[src/rtl/vga_timing_pkg.sv]
// Timing constants for the 640x480@60 Hz display path, shared by the timing
// generator, the renderers and the game-state logic.
package vga_timing_pkg;

    typedef logic [9:0] coord_t;

    localparam coord_t H_VISIBLE = 10'd640;
    localparam coord_t H_FP      = 10'd16;
    localparam coord_t H_SYNC    = 10'd96;
    localparam coord_t H_BP      = 10'd48;
    localparam coord_t H_TOTAL   = H_VISIBLE + H_FP + H_SYNC + H_BP;

    localparam coord_t V_VISIBLE = 10'd480;
    localparam coord_t V_FP      = 10'd10;
    localparam coord_t V_SYNC    = 10'd2;
    localparam coord_t V_BP      = 10'd33;
    localparam coord_t V_TOTAL   = V_VISIBLE + V_FP + V_SYNC + V_BP;

    // Sync windows are [START, END): END is the first count after the pulse.
    localparam coord_t H_SYNC_START = H_VISIBLE + H_FP;
    localparam coord_t H_SYNC_END   = H_SYNC_START + H_SYNC;
    localparam coord_t V_SYNC_START = V_VISIBLE + V_FP;
    localparam coord_t V_SYNC_END   = V_SYNC_START + V_SYNC;

    function automatic logic in_window(coord_t v, coord_t lo, coord_t hi_excl);
        return (v >= lo) && (v < hi_excl);
    endfunction

endpackage

[src/rtl/sync_delay_line.sv]
// Fixed-depth shift register with a programmable reset value, used to align
// the sync outputs with the renderer pipeline.
module sync_delay_line #(
    parameter int unsigned DEPTH     = 2,
    parameter logic        RESET_VAL = 1'b1
) (
    input  logic vga_clk,
    input  logic reset,
    input  logic i_d,
    output logic o_q
);

    if (DEPTH == 0) begin : g_pass
        logic w_unused;
        assign w_unused = vga_clk ^ reset;
        assign o_q      = i_d;
    end else begin : g_shift
        logic [DEPTH-1:0] r_stages;

        always_ff @(posedge vga_clk) begin
            if (reset) begin
                r_stages <= {DEPTH{RESET_VAL}};
            end else begin
                r_stages[0] <= i_d;
                for (int i = 1; i < DEPTH; i++) begin
                    r_stages[i] <= r_stages[i-1];
                end
            end
        end

        assign o_q = r_stages[DEPTH-1];
    end

endmodule

[src/rtl/vga_timing_gen.sv]
// 640x480@60 Hz pixel timing: pixel/line counters, registered blank and
// frame tick, frame counter, and sync outputs delayed to match the renderers.
module vga_timing_gen
    import vga_timing_pkg::*;
#(
    parameter int unsigned SYNC_DELAY  = 2,
    parameter int unsigned FRAME_CNT_W = 16
) (
    input  logic                   vga_clk,
    input  logic                   reset,
    output logic [9:0]             DrawX,
    output logic [9:0]             DrawY,
    output logic                   blank,
    output logic                   hs,
    output logic                   vs,
    output logic                   frame_tick,
    output logic [FRAME_CNT_W-1:0] frame_count
);

    coord_t                 r_draw_x;
    coord_t                 r_draw_y;
    logic                   r_blank;
    logic                   r_hs_raw;
    logic                   r_vs_raw;
    logic                   r_frame_tick;
    logic [FRAME_CNT_W-1:0] r_frame_count;

    coord_t w_x_nxt;
    coord_t w_y_nxt;
    logic   w_x_wrap;
    logic   w_y_wrap;
    logic   w_blank_nxt;
    logic   w_hs_raw_nxt;
    logic   w_vs_raw_nxt;
    logic   w_tick_nxt;

    // Decoding from the next-state counters keeps the registered flags aligned
    // with the DrawX/DrawY they describe.
    always_comb begin
        w_x_wrap = (r_draw_x == H_TOTAL - 10'd1);
        w_y_wrap = (r_draw_y == V_TOTAL - 10'd1);
        w_x_nxt  = w_x_wrap ? '0 : r_draw_x + 10'd1;
        w_y_nxt  = r_draw_y;
        if (w_x_wrap) begin
            w_y_nxt = w_y_wrap ? '0 : r_draw_y + 10'd1;
        end
        w_blank_nxt  = (w_x_nxt < H_VISIBLE) && (w_y_nxt < V_VISIBLE);
        w_hs_raw_nxt = !in_window(w_x_nxt, H_SYNC_START, H_SYNC_END);
        w_vs_raw_nxt = !in_window(w_y_nxt, V_SYNC_START, V_SYNC_END);
        w_tick_nxt   = (w_x_nxt == '0) && (w_y_nxt == V_VISIBLE);
    end

    always_ff @(posedge vga_clk) begin
        if (reset) begin
            r_draw_x      <= '0;
            r_draw_y      <= '0;
            r_blank       <= 1'b0;
            r_hs_raw      <= 1'b1;
            r_vs_raw      <= 1'b1;
            r_frame_tick  <= 1'b0;
            r_frame_count <= '0;
        end else begin
            r_draw_x     <= w_x_nxt;
            r_draw_y     <= w_y_nxt;
            r_blank      <= w_blank_nxt;
            r_hs_raw     <= w_hs_raw_nxt;
            r_vs_raw     <= w_vs_raw_nxt;
            r_frame_tick <= w_tick_nxt;
            if (r_frame_tick) begin
                r_frame_count <= r_frame_count + FRAME_CNT_W'(1);
            end
        end
    end

    sync_delay_line #(
        .DEPTH     (SYNC_DELAY),
        .RESET_VAL (1'b1)
    ) u_hs_delay (
        .vga_clk (vga_clk),
        .reset   (reset),
        .i_d     (r_hs_raw),
        .o_q     (hs)
    );

    sync_delay_line #(
        .DEPTH     (SYNC_DELAY),
        .RESET_VAL (1'b1)
    ) u_vs_delay (
        .vga_clk (vga_clk),
        .reset   (reset),
        .i_d     (r_vs_raw),
        .o_q     (vs)
    );

    assign DrawX       = r_draw_x;
    assign DrawY       = r_draw_y;
    assign blank       = r_blank;
    assign frame_tick  = r_frame_tick;
    assign frame_count = r_frame_count;

endmodule

[config.mk]
export PLATFORM = sky130hd
export DESIGN_NAME = vga_timing_gen
export DESIGN_NICKNAME = d
export VERILOG_FILES = /design/src/rtl/vga_timing_pkg.sv /design/src/rtl/sync_delay_line.sv /design/src/rtl/vga_timing_gen.sv
export SDC_FILE = /design/constraint.sdc
export NUM_CORES = 1
export LEC_CHECK = 0
export CAP_MARGIN = 20
export CORE_UTILIZATION = 40
export CTS_CLUSTER_SIZE = 25
export DETAILED_ROUTE_END_ITERATION = 8
export GPL_TIMING_DRIVEN = 0
export MAX_ROUTING_LAYER = met4
export SYNTH_ARGS = -nofsm -noshare
export SYNTH_HDL_FRONTEND = slang
export SYNTH_SLANG_ARGS = --single-unit
[constraint.sdc]
create_clock -name vga_clk -period 4.1 [get_ports vga_clk]
set_clock_uncertainty 0.2 [all_clocks]
set_input_delay 1.23 -clock vga_clk [delete_from_list [all_inputs] [get_ports vga_clk]]
set_output_delay 1.23 -clock vga_clk [all_outputs]
set_load 0.005 [all_outputs]
# Word-level counts from Yosys, hierarchy flattened
# Cells that the tools add are included.
# classes
eq_ne	3
add_sub_neg	3
n_reduce_logical	7
n_mux	3
magnitude_cmp	6
# ops
op	count
$mux W10	3
$add A10 B1 Y10 const B	2
$eq A10 B10 Y1 const B	2
$lt A10 B10 Y1 const B	2
$lt A10 B9 Y1 const B	2
$add A16 B1 Y16 const B	1
$eq A10 B9 Y1 const B	1
$ge A10 B10 Y1 const B	1
$ge A10 B9 Y1 const B	1
$logic_not A10 Y1	1
$logic_and A1 B1 Y1	4
$logic_not A1 Y1	2
# word_totals
inputBits	2
regBits	44
out_inout_bits	40

# Logic depth before layout (Yosys ltp)
# depth
ltp_word	6
ltp_mapped	8
mapped_depth_nobuf	7

# By module
# Synthesis repeated with hierarchy kept, for this count alone.
# unflattened
hier_cells	250
area_unflattened_um2	2170.8
# by_module_without_submodules
module	cells_each	area_each_um2	n_inst
vga_timing_gen	242	2065.7	1
sync_delay_line	4	52.6	2

# Worst setup path after synthesis
# OpenSTA, ideal clock, no wires.
# synth_timing
path_type	register to register
from	register r_draw_x[5], in the netlist DrawX[5]
to	register r_frame_tick, in the netlist frame_tick
arrival_ns	2.058
setup_time_ns	0.061
stages_incl_launch_ff	8
required_time_ns	3.839
n_path_buf	1
period_less_slack_ns	2.320
path_slack_ns	1.780
path_cell_list	dfxtp_1 -> buf_6 -> or3b_4 -> nor4_1 -> nand2_1 -> xor2_1 -> nor4_2 -> and4bb_1
# synth_between
elab_chain_cells	4
elab_cells_between_ends	7
classes_between	add/sub: 1; eq/ne: 2; mux: 2; reduce/logical: 2
# synth_lines
item	line	text
start: declaration	vga_timing_gen.sv:20	coord_t r_draw_x;
start signal: assignment	vga_timing_gen.sv:63	r_draw_x <= w_x_nxt;
$add A10 B1 Y10 / $eq A10 B10 Y1 (equally long branches)	vga_timing_gen.sv:42, vga_timing_gen.sv:40	
$mux W10, on equally long branches	vga_timing_gen.sv:42, vga_timing_gen.sv:44	
$logic_not A10 Y1 / $eq A10 B9 Y1 (equally long branches)	vga_timing_gen.sv:50	w_tick_nxt = (w_x_nxt == '0) && (w_y_nxt == V_VISIBLE);
$logic_and A1 B1 Y1 (*)	vga_timing_gen.sv:50	
end signal: assignment	vga_timing_gen.sv:68	r_frame_tick <= w_tick_nxt;
end: declaration	vga_timing_gen.sv:25	logic r_frame_tick;
# Every way passes the cells marked *; elsewhere a longest branch is shown, timed or not.
# A chain may end at the register's enable or synchronous reset.

# Worst setup path in the final report
# layout_timing
from	register r_draw_x[0], in the netlist DrawX[0]
to	register r_frame_tick, in the netlist frame_tick
# Same word-level chain as after synthesis.

==> results.tsv <==
metric	value	unit
status	finished, final reports clean	
family with the most delay on the worst path	simple AND/OR/NAND/NOR gates	
Die W	74.0	um
Layout Nets	291	
initial antenna violation count	0	
critical path class	reg2reg	
largest net degree at the start of global routing	15	
CP endpoint kind	flop	
Filler cells	470	
setup TNS	0	ns
Final Cell Area	2680	um2
Lkg Pwr	0.926	nW
final setup fails	0	
placed instance area	2560	um2
TritonRoute pass-1 iters	4	
Synth async-reset ratio	0	%
Final Hold Violating Endpoints	0	
Worst Hold Class	reg2reg	
Pwr Density	302	nW/um2
ANT nets after route	0	
Cell Chain, Critical Path	ha_1, nand4_1, nor3_2, and2_1, buf_2, nor4_1, a311oi_1, and4bb_1	
CP max FO	9	
DRC	0	
Worst setup SP type	flop	
mapped cell area	2080	um2
vias per cell	4.97	
worst skew pair latency	0.30	ns
num rows	25	
Max VDD drop	0.159	mV
prevailing post-synth register cell	dfxtp_1	
starting density of the core	42.8	%
GR Overflow Total	0	
Post-Route WL	4500	um
die area	5480	um2
area occupied by multi-input gates	1130	um2
via count	1754	
fin cells	353	
post-CTS resize count	0	
TritonCTS clock tree	built	
CP bufs+invs	1	
Tot Pwr	0.000810	W
Worst Path Arrival	2.83	ns
MaxCap Viol Count	0	
Synth-to-Final Area Change	29.2	%
number of port buffers	40	
Crit path largest cell delay	0.63	ns
cell with the most instances after synthesis	dfxtp_1	
Synth area leaders	dfxtp_1, xor2_1, nor2_1	
first-pass GRT wire length	7420	um
Core Region	4850	um2
sequential area share after synthesis	42.4	%
vias in the first global route	1573	
routed len/inst	12.8	um
Yosys reg bits	44	
hold_buf cts	0	
CTS Sinks	44	
Syn Area/Cell	8.72	um2
Clock Pin Slew Worst Setup and Hold Paths	0.09	ns
n_diodes	0	
Yosys top cell area share	42.4	%
minimum clock period	2.84	ns
Worst Path Required	4.09	ns
dpl hpwl	3140	um
CTS Root Cell	clkbuf_8	
number of buffers created by CTS	5	
initial drt markers	54	
register area	881	um2
Yosys cell types	41	
Die H	74.0	um
top cells by count, synth	dfxtp_1, nor2_1, xor2_1	
Clock Path Buffers	2	
share of layout cells above drive strength 1	8.04	%
GRT Total Usage	18.2	%
H-tree levels	2	
Critical-path top delay cell	nor3_2	
EDFF count, synth	0	
placed instance count	345	
final slew viol count	0	
post-CTS setup buffers	0	
Top Ports	42	
actual slew at the worst max-slew pin	0.646	ns
Synth Net Count	244	
leading area contributor after synthesis	dfxtp_1	
Slew Limit Headroom	56.5	%
Syn. warnings	0	
Cells after Synth	238	
Tcrit/Tclk final	69.3	%
RSZ-0062 raised after global routing	no	
Peak Freq	0.352	GHz
Placer Congestion	0.827	
where the power goes:
part	leakage, nW	total [W]	switching [W]	internal [W]
sequential	0.356	0.000433	0.00000325	0.000430
clock	0.0614	0.000357	0.000157	0.000199
combinational	0.509	0.0000199	0.0000111	0.00000883
layer usage:
layer | vias up | part of all wire, % | global-route usage (%)
li1 | 920 | - | -
met1 | 785 | 51 | 24.1
met2 | 44 | 43 | 27.7
met3 | 5 | 4.6 | 3.79
met4 | 0 | 0.89 | 5.56
met5 | - | 0 | -
path summary, 6_finish.rpt:
kind                       startpoint                                        end  slack, ns  depth (start not counted)
setup / recovery  DrawX[0]$_SDFF_PP0_                      frame_tick$_SDFF_PP0_       1.26                          8
hold / removal    r_hs_raw$_SDFF_PP1_  u_hs_delay.g_shift.r_stages[0]$_SDFF_PP1_       0.21                          1
setup reg to reg  DrawX[0]$_SDFF_PP0_                      frame_tick$_SDFF_PP0_       1.26                          8
hold reg to reg   r_hs_raw$_SDFF_PP1_  u_hs_delay.g_shift.r_stages[0]$_SDFF_PP1_       0.21                          1
registers in the layout (all words and copies together) (netlist names):
name,cells
DrawX,10
DrawY,10
blank,1
frame_count,16
frame_tick,1
r_hs_raw,1
r_vs_raw,1
u_hs_delay.g_shift.r_stages,2
u_vs_delay.g_shift.r_stages,2
kinds of logic (layout without fill, tap and decap cells):
group	Yosys count	after routing	share of synthesized area, %
simple gates	116	116	29.9
flops	44	44	42.4
xor+xnor	29	29	12.2
compound gates	26	26	7.84
buf+inv	15	63	3.20
fa+ha+maj	4	4	2.41
mux	4	4	1.99
area by class of cell:
class | instances | area share [%]
clock inverter | 2 | 1.45
sequential | 44 | 32.9
buffer | 13 | 2.19
clock buffer | 6 | 3.08
inverter | 2 | 0.280
tap | 67 | 3.13
multi-input combinational | 179 | 42.1
timing repair buffer | 40 | 14.9
placed cells by master, fill, tap and decap left out, drive strengths merged, types with 3 or more instances in the layout:
cell,count
a21oi,6
a31oi,3
and2,4
and3,5
and4,3
buf,3
clkbuf,16
clkdlybuf4s50,40
dfxtp,44
ha,4
mux2i,3
nand2,15
nand3,15
nand4,7
nor2,36
nor2b,3
nor3,7
nor4,3
o21ai,7
or2,6
or3,4
xnor2,11
xor2,18
through the flow:
step	util (%)	setup slack, ns	hold slack [ns]
floorplan	-	1.78	0.189
global placement	52.8	1.28	0.191
detailed placement	52.8	1.30	0.196
CTS	55.3	1.27	0.217
global route	55.3	1.08	0.237
finish	55.3	1.26	0.214
Note: power is estimated with default switching activity, not from simulation.
==> edit 1, RTL diff (config.mk and constraints unchanged) <==
`RESET_VAL` is set to 1'b1 in 3 places; all go to 1'b0.
--- a/src/rtl/sync_delay_line.sv
+++ b/src/rtl/sync_delay_line.sv
@@ -3,5 +3,5 @@
 module sync_delay_line #(
     parameter int unsigned DEPTH     = 2,
-    parameter logic        RESET_VAL = 1'b1
+    parameter logic        RESET_VAL = 1'b0
 ) (
     input  logic vga_clk,
--- a/src/rtl/vga_timing_gen.sv
+++ b/src/rtl/vga_timing_gen.sv
@@ -75,5 +75,5 @@
     sync_delay_line #(
         .DEPTH     (SYNC_DELAY),
-        .RESET_VAL (1'b1)
+        .RESET_VAL (1'b0)
     ) u_hs_delay (
         .vga_clk (vga_clk),
@@ -85,5 +85,5 @@
     sync_delay_line #(
         .DEPTH     (SYNC_DELAY),
-        .RESET_VAL (1'b1)
+        .RESET_VAL (1'b0)
     ) u_vs_delay (
         .vga_clk (vga_clk),
Check against the original RTL: not equivalent (Yosys sat finds a counterexample within 4 cycles, from zero or initial values and one cycle with reset high).
==> edit 1 against the original RTL <==
Routed wire length up 17%. Utilization down 3.4 points. Area after synthesis up 11%. Largest cell class unchanged. Total power down 10%. Setup slack better by 63 ps. Global-route usage up 0.51 points. Cell area up 7.3%. Clock power down 26%. Sequential cell count unchanged.
==> edit 1: results (changes against the original RTL) <==
Run status
  • Outcome: finished clean (unchanged)

Global route
  • Number of global-route vias before repair: 1,801 (was 1,573)
  • Total GRT Usage: 0.187 (was 0.182)
  • First-pass GRT wire length: 8730 um (was 7420 um)

Finish
  • # nets final: 327 (was 291)
  • # fillers: 552 (was 470)
  • Filler-free cell count of the finished design: 393 (was 353)
  • Comb_multi_in: 205 (was 179)
  • Clock buf count: 5 (was 6)
  • Share of layout cells above drive strength 1: 0.0748 (was 0.0804)
  • Signal buffers: 59 (was 53)
  • Register share of the cell area: 0.306 (was 0.329)
  • Final non-clock buffer share: 0.173 (was 0.171)

Route
  • Via count: 2,087 (was 1,754)
  • First DRT Iteration DRCs: 95 (was 54)
  • Total Wirelength: 5250 um (was 4500 um)

Setup path
  • CP Launch Point: DrawY[1]$_SDFF_PP0_ (was DrawX[0]$_SDFF_PP0_)
  • Crit path capture: DrawY[1] (was frame_tick$_SDFF_PP0_)
  • CP max FO: 8 (was 9)
  • CP max stage delay: 560 ps (was 630 ps)
  • Crit Reg-Reg Endpoint: blank$_SDFF_PP0_ (was frame_tick$_SDFF_PP0_)
  • CP max stage cell: clkdlybuf4s50_1 (was nor3_2)

Pwr
  • Power Clock: 0.000264 W (was 0.000357 W)
  • NetSw: 0.000165 W (was 0.000171 W)
  • Switching Share: 0.228 (was 0.212)
  • Maximum vdd drop: 0.142 mV (was 0.159 mV)
  • P_leak: 1.06 nW (was 0.926 nW)

Timing
  • Final WS setup: 1320 ps (was 1260 ps)
  • Min Hold Slack: 242 ps (was 214 ps)

Synth
  • Syn nets: 280 (was 244)
  • Post-synth top cells: dfxtp_1, nor2_1, nand2_1 (was dfxtp_1, nor2_1, xor2_1)
  • Syn avg cell area: 8.42 um2 (was 8.72 um2)
  • Main area contributors after synthesis: dfxtp_1, nor2_1, xor2_1 (was dfxtp_1, xor2_1, nor2_1)
  • Register area share after synthesis: 0.382 (was 0.424)
  • Cell variety after synth: 51 (was 41)

Placed design
  • Pre-CTS setup slack: 1410 ps (was 1300 ps)
  • Placer Congestion: 0.879 (was 0.827)
  • Placed cell area: 2800 um2 (was 2560 um2)

Hold path
  • Worst hold path startpoint: u_hs_delay.g_shift.r_stages[0]$_SDFF_PP0_ (was r_hs_raw$_SDFF_PP1_)

Floorplan
  • Row count: 27 (was 25)
[edit 1: cell count changes after synthesis, moves of 4 or more]
| cell | before | now |
|---|---|---|
| nor2b_1 | 3 | 10 |
| nand3_1 | 15 | 9 |
| nand4_1 | 7 | 13 |
| nor3_1 | 5 | 11 |
| a21oi_1 | 6 | 10 |
| inv_1 | 2 | 6 |
| nor2_1 | 36 | 40 |
| or2_2 | 6 | 2 |
[edit 1: routing by layer]
layer | vias to the layer above | global-route usage | share of wire
met3 | 9 | 0.0400 | 0.046
met1 | 961 | 0.242 | 0.48
li1 | 1050 | - | -
met2 | 67 | 0.288 | 0.46
met4 | 0 | 0.0630 | 0.015
met5 | - | - | 0
[edit 1: cells by family (layout without fill, tap and decap cells)]
family	count (synthesis)	count (layout)	synth area share
mux	2	2	0.00868
buf+inv	25	72	0.0521
xor+xnor	29	29	0.110
simple gates	135	135	0.326
flops	44	44	0.382
compound gates	35	35	0.0998
fa+ha+maj	4	4	0.0217
==> edit 2, RTL diff (config.mk and constraints unchanged) <==
Without the edit above. Put one more register stage on the output `frame_count`, cleared by the reset. The value now appears one clock later. The other outputs are not delayed to match.
--- a/src/rtl/vga_timing_gen.sv
+++ b/src/rtl/vga_timing_gen.sv
@@ -97,5 +97,11 @@
     assign blank       = r_blank;
     assign frame_tick  = r_frame_tick;
-    assign frame_count = r_frame_count;
+    always_ff @(posedge vga_clk) begin
+        if (reset) begin
+            frame_count <= '0;
+        end else begin
+            frame_count <= r_frame_count;
+        end
+    end
 
 endmodule
Function: same outputs for any inputs over 10 cycles, from zero or initial values and one cycle with reset high; that may be too few to reach the edited logic, so the function may still have changed.
==> edit 2 against the original RTL <==
Setup slack improved by 62 ps. Critical path depth fell by 7. Critical path type is now flop to output port. Maximum frequency grew 2.2%. Routed wire length rose by 24%. Cell area increased by 25%. Area after synthesis grew 29%. Synthesized cell count up 25%. Sequential share of layout area is 2.9 points higher. Global-route usage shrank 0.88 points. Sequential cell count grew 16. Total power rose by 40%. Worst hold slack got worse by 6.8 ps. Critical endpoint is now DrawY[0].
==> edit 2: results (changes against the original RTL) <==
Run status
  • Outcome: finished clean (unchanged)

Global route
  • GRT met2 Usage: 0.236 (was 0.277)
  • Total GRT Usage: 0.173 (was 0.182)
  • Largest net degree at the start of global routing: 12 (was 15)
  • Met3 usage: 0.0307 (was 0.0379)
  • First-pass GRT wire length: 9290 um (was 7420 um)
  • Number of global-route vias before repair: 1,879 (was 1,573)

CTS
  • Inserted Clock Buffers: 9 (was 5)
  • Worst-Skew Late Latency: 330 ps (was 300 ps)
  • CTS clk-pin slew, worst paths: 70 ps (was 90 ps)
  • CTS H-tree lvls: 3 (was 2)

Route
  • Via count: 2,241 (was 1,754)
  • Total Wirelength: 5580 um (was 4500 um)
  • Met2 routed WL: 2360 um (was 1950 um)
  • Met3 wire len: 298 um (was 205 um)
  • First DRT Iteration DRCs: 133 (was 54)
  • M1 wire length: 2790 um (was 2310 um)

Synth
  • Syn nets: 304 (was 244)
  • Multiplexer share of the synthesized area: 0.00750 (was 0.0199)
  • Main area contributors after synthesis: dfxtp_1, nor2_1, nor2b_1 (was dfxtp_1, xor2_1, nor2_1)
  • Post-synthesis xor/xnor area fraction: 0.0853 (was 0.122)
  • Cell variety after synth: 50 (was 41)
  • Synth Area in Adders: 0.0187 (was 0.0241)
  • Synth Area in Compound Gates: 0.0979 (was 0.0784)

Placed design
  • Pre-CTS setup slack: 1590 ps (was 1300 ps)
  • Placer Congestion: 0.862 (was 0.827)
  • Placed cell area: 3170 um2 (was 2560 um2)
  • Dpl hpwl: 4030 um (was 3140 um)

Setup path
  • Crit path DAT: 1350 ps (was 2830 ps)
  • Delay-heaviest family, CP: buffers and inverters (was simple AND/OR/NAND/NOR gates)
  • CP max stage delay: 560 ps (was 630 ps)
  • CP max FO: 8 (was 9)

Finish
  • # fillers: 613 (was 470)
  • # nets final: 355 (was 291)

Pwr
  • Maximum vdd drop: 0.181 mV (was 0.159 mV)
  • Switching Share: 0.224 (was 0.212)
  • P_leak: 1.15 nW (was 0.926 nW)

Timing
  • Worst Tran Pin Value: 596 ps (was 646 ps)
-- edit 2: worst paths after layout --
path / cells after the start / endpoint / from / slack, ps
max reg2reg: 6 / frame_tick$_SDFF_PP0_ / DrawX[0]$_SDFF_PP0_ / 1610
max: 1 / DrawY[0] / DrawY[0]$_SDFF_PP0_ / 1320
min reg2reg: 1 / u_hs_delay.g_shift.r_stages[0]$_SDFF_PP1_ / r_hs_raw$_SDFF_PP1_ / 210
min: 1 / u_hs_delay.g_shift.r_stages[0]$_SDFF_PP1_ / r_hs_raw$_SDFF_PP1_ / 210
-- edit 2: logic make-up (layout without fill, tap and decap cells) --
family / after synthesis / after routing
simple gates: 146 / 146
flops: 60 / 60
buf+inv: 23 / 79
xor+xnor: 26 / 26
compound gates: 37 / 37
mux: 2 / 2
fa+ha+maj: 4 / 4
-- edit 2: layout make-up --
cell class / count / area, um2 / area share
Clock buffer: 10 / 128 / 0.0380
Clock inverter: 6 / 65.1 / 0.0194
Timing Repair Buffer: 40 / 400 / 0.119
Inverter: 3 / 11.3 / 0.00335
Buffer: 20 / 83.8 / 0.0250
Multi-Input combinational cell: 215 / 1370 / 0.409
Tap cell: 77 / 96.3 / 0.0287
Sequential cell: 60 / 1200 / 0.358
-- edit 2: power by group through the flow --
stage                     Clock, W  Sequential (W)  Combinational, W
after floorplan                  0        0.000603         0.0000192
after global placement           0        0.000604         0.0000349
after detailed placement         0        0.000604         0.0000350
after CTS                 0.000523        0.000591         0.0000354
after global routing      0.000560        0.000591         0.0000381
final                     0.000510        0.000591         0.0000344
-- edit 2: per-stage QoR --
stage	std cells	hold slack, ps	util
3_5_place_dp	415	196	0.496
4_1_cts	431	212	0.526
2_1_floorplan	298	189	-
3_3_place_gp	415	191	0.496
6_report	431	208	0.526
5_1_grt	431	221	0.526
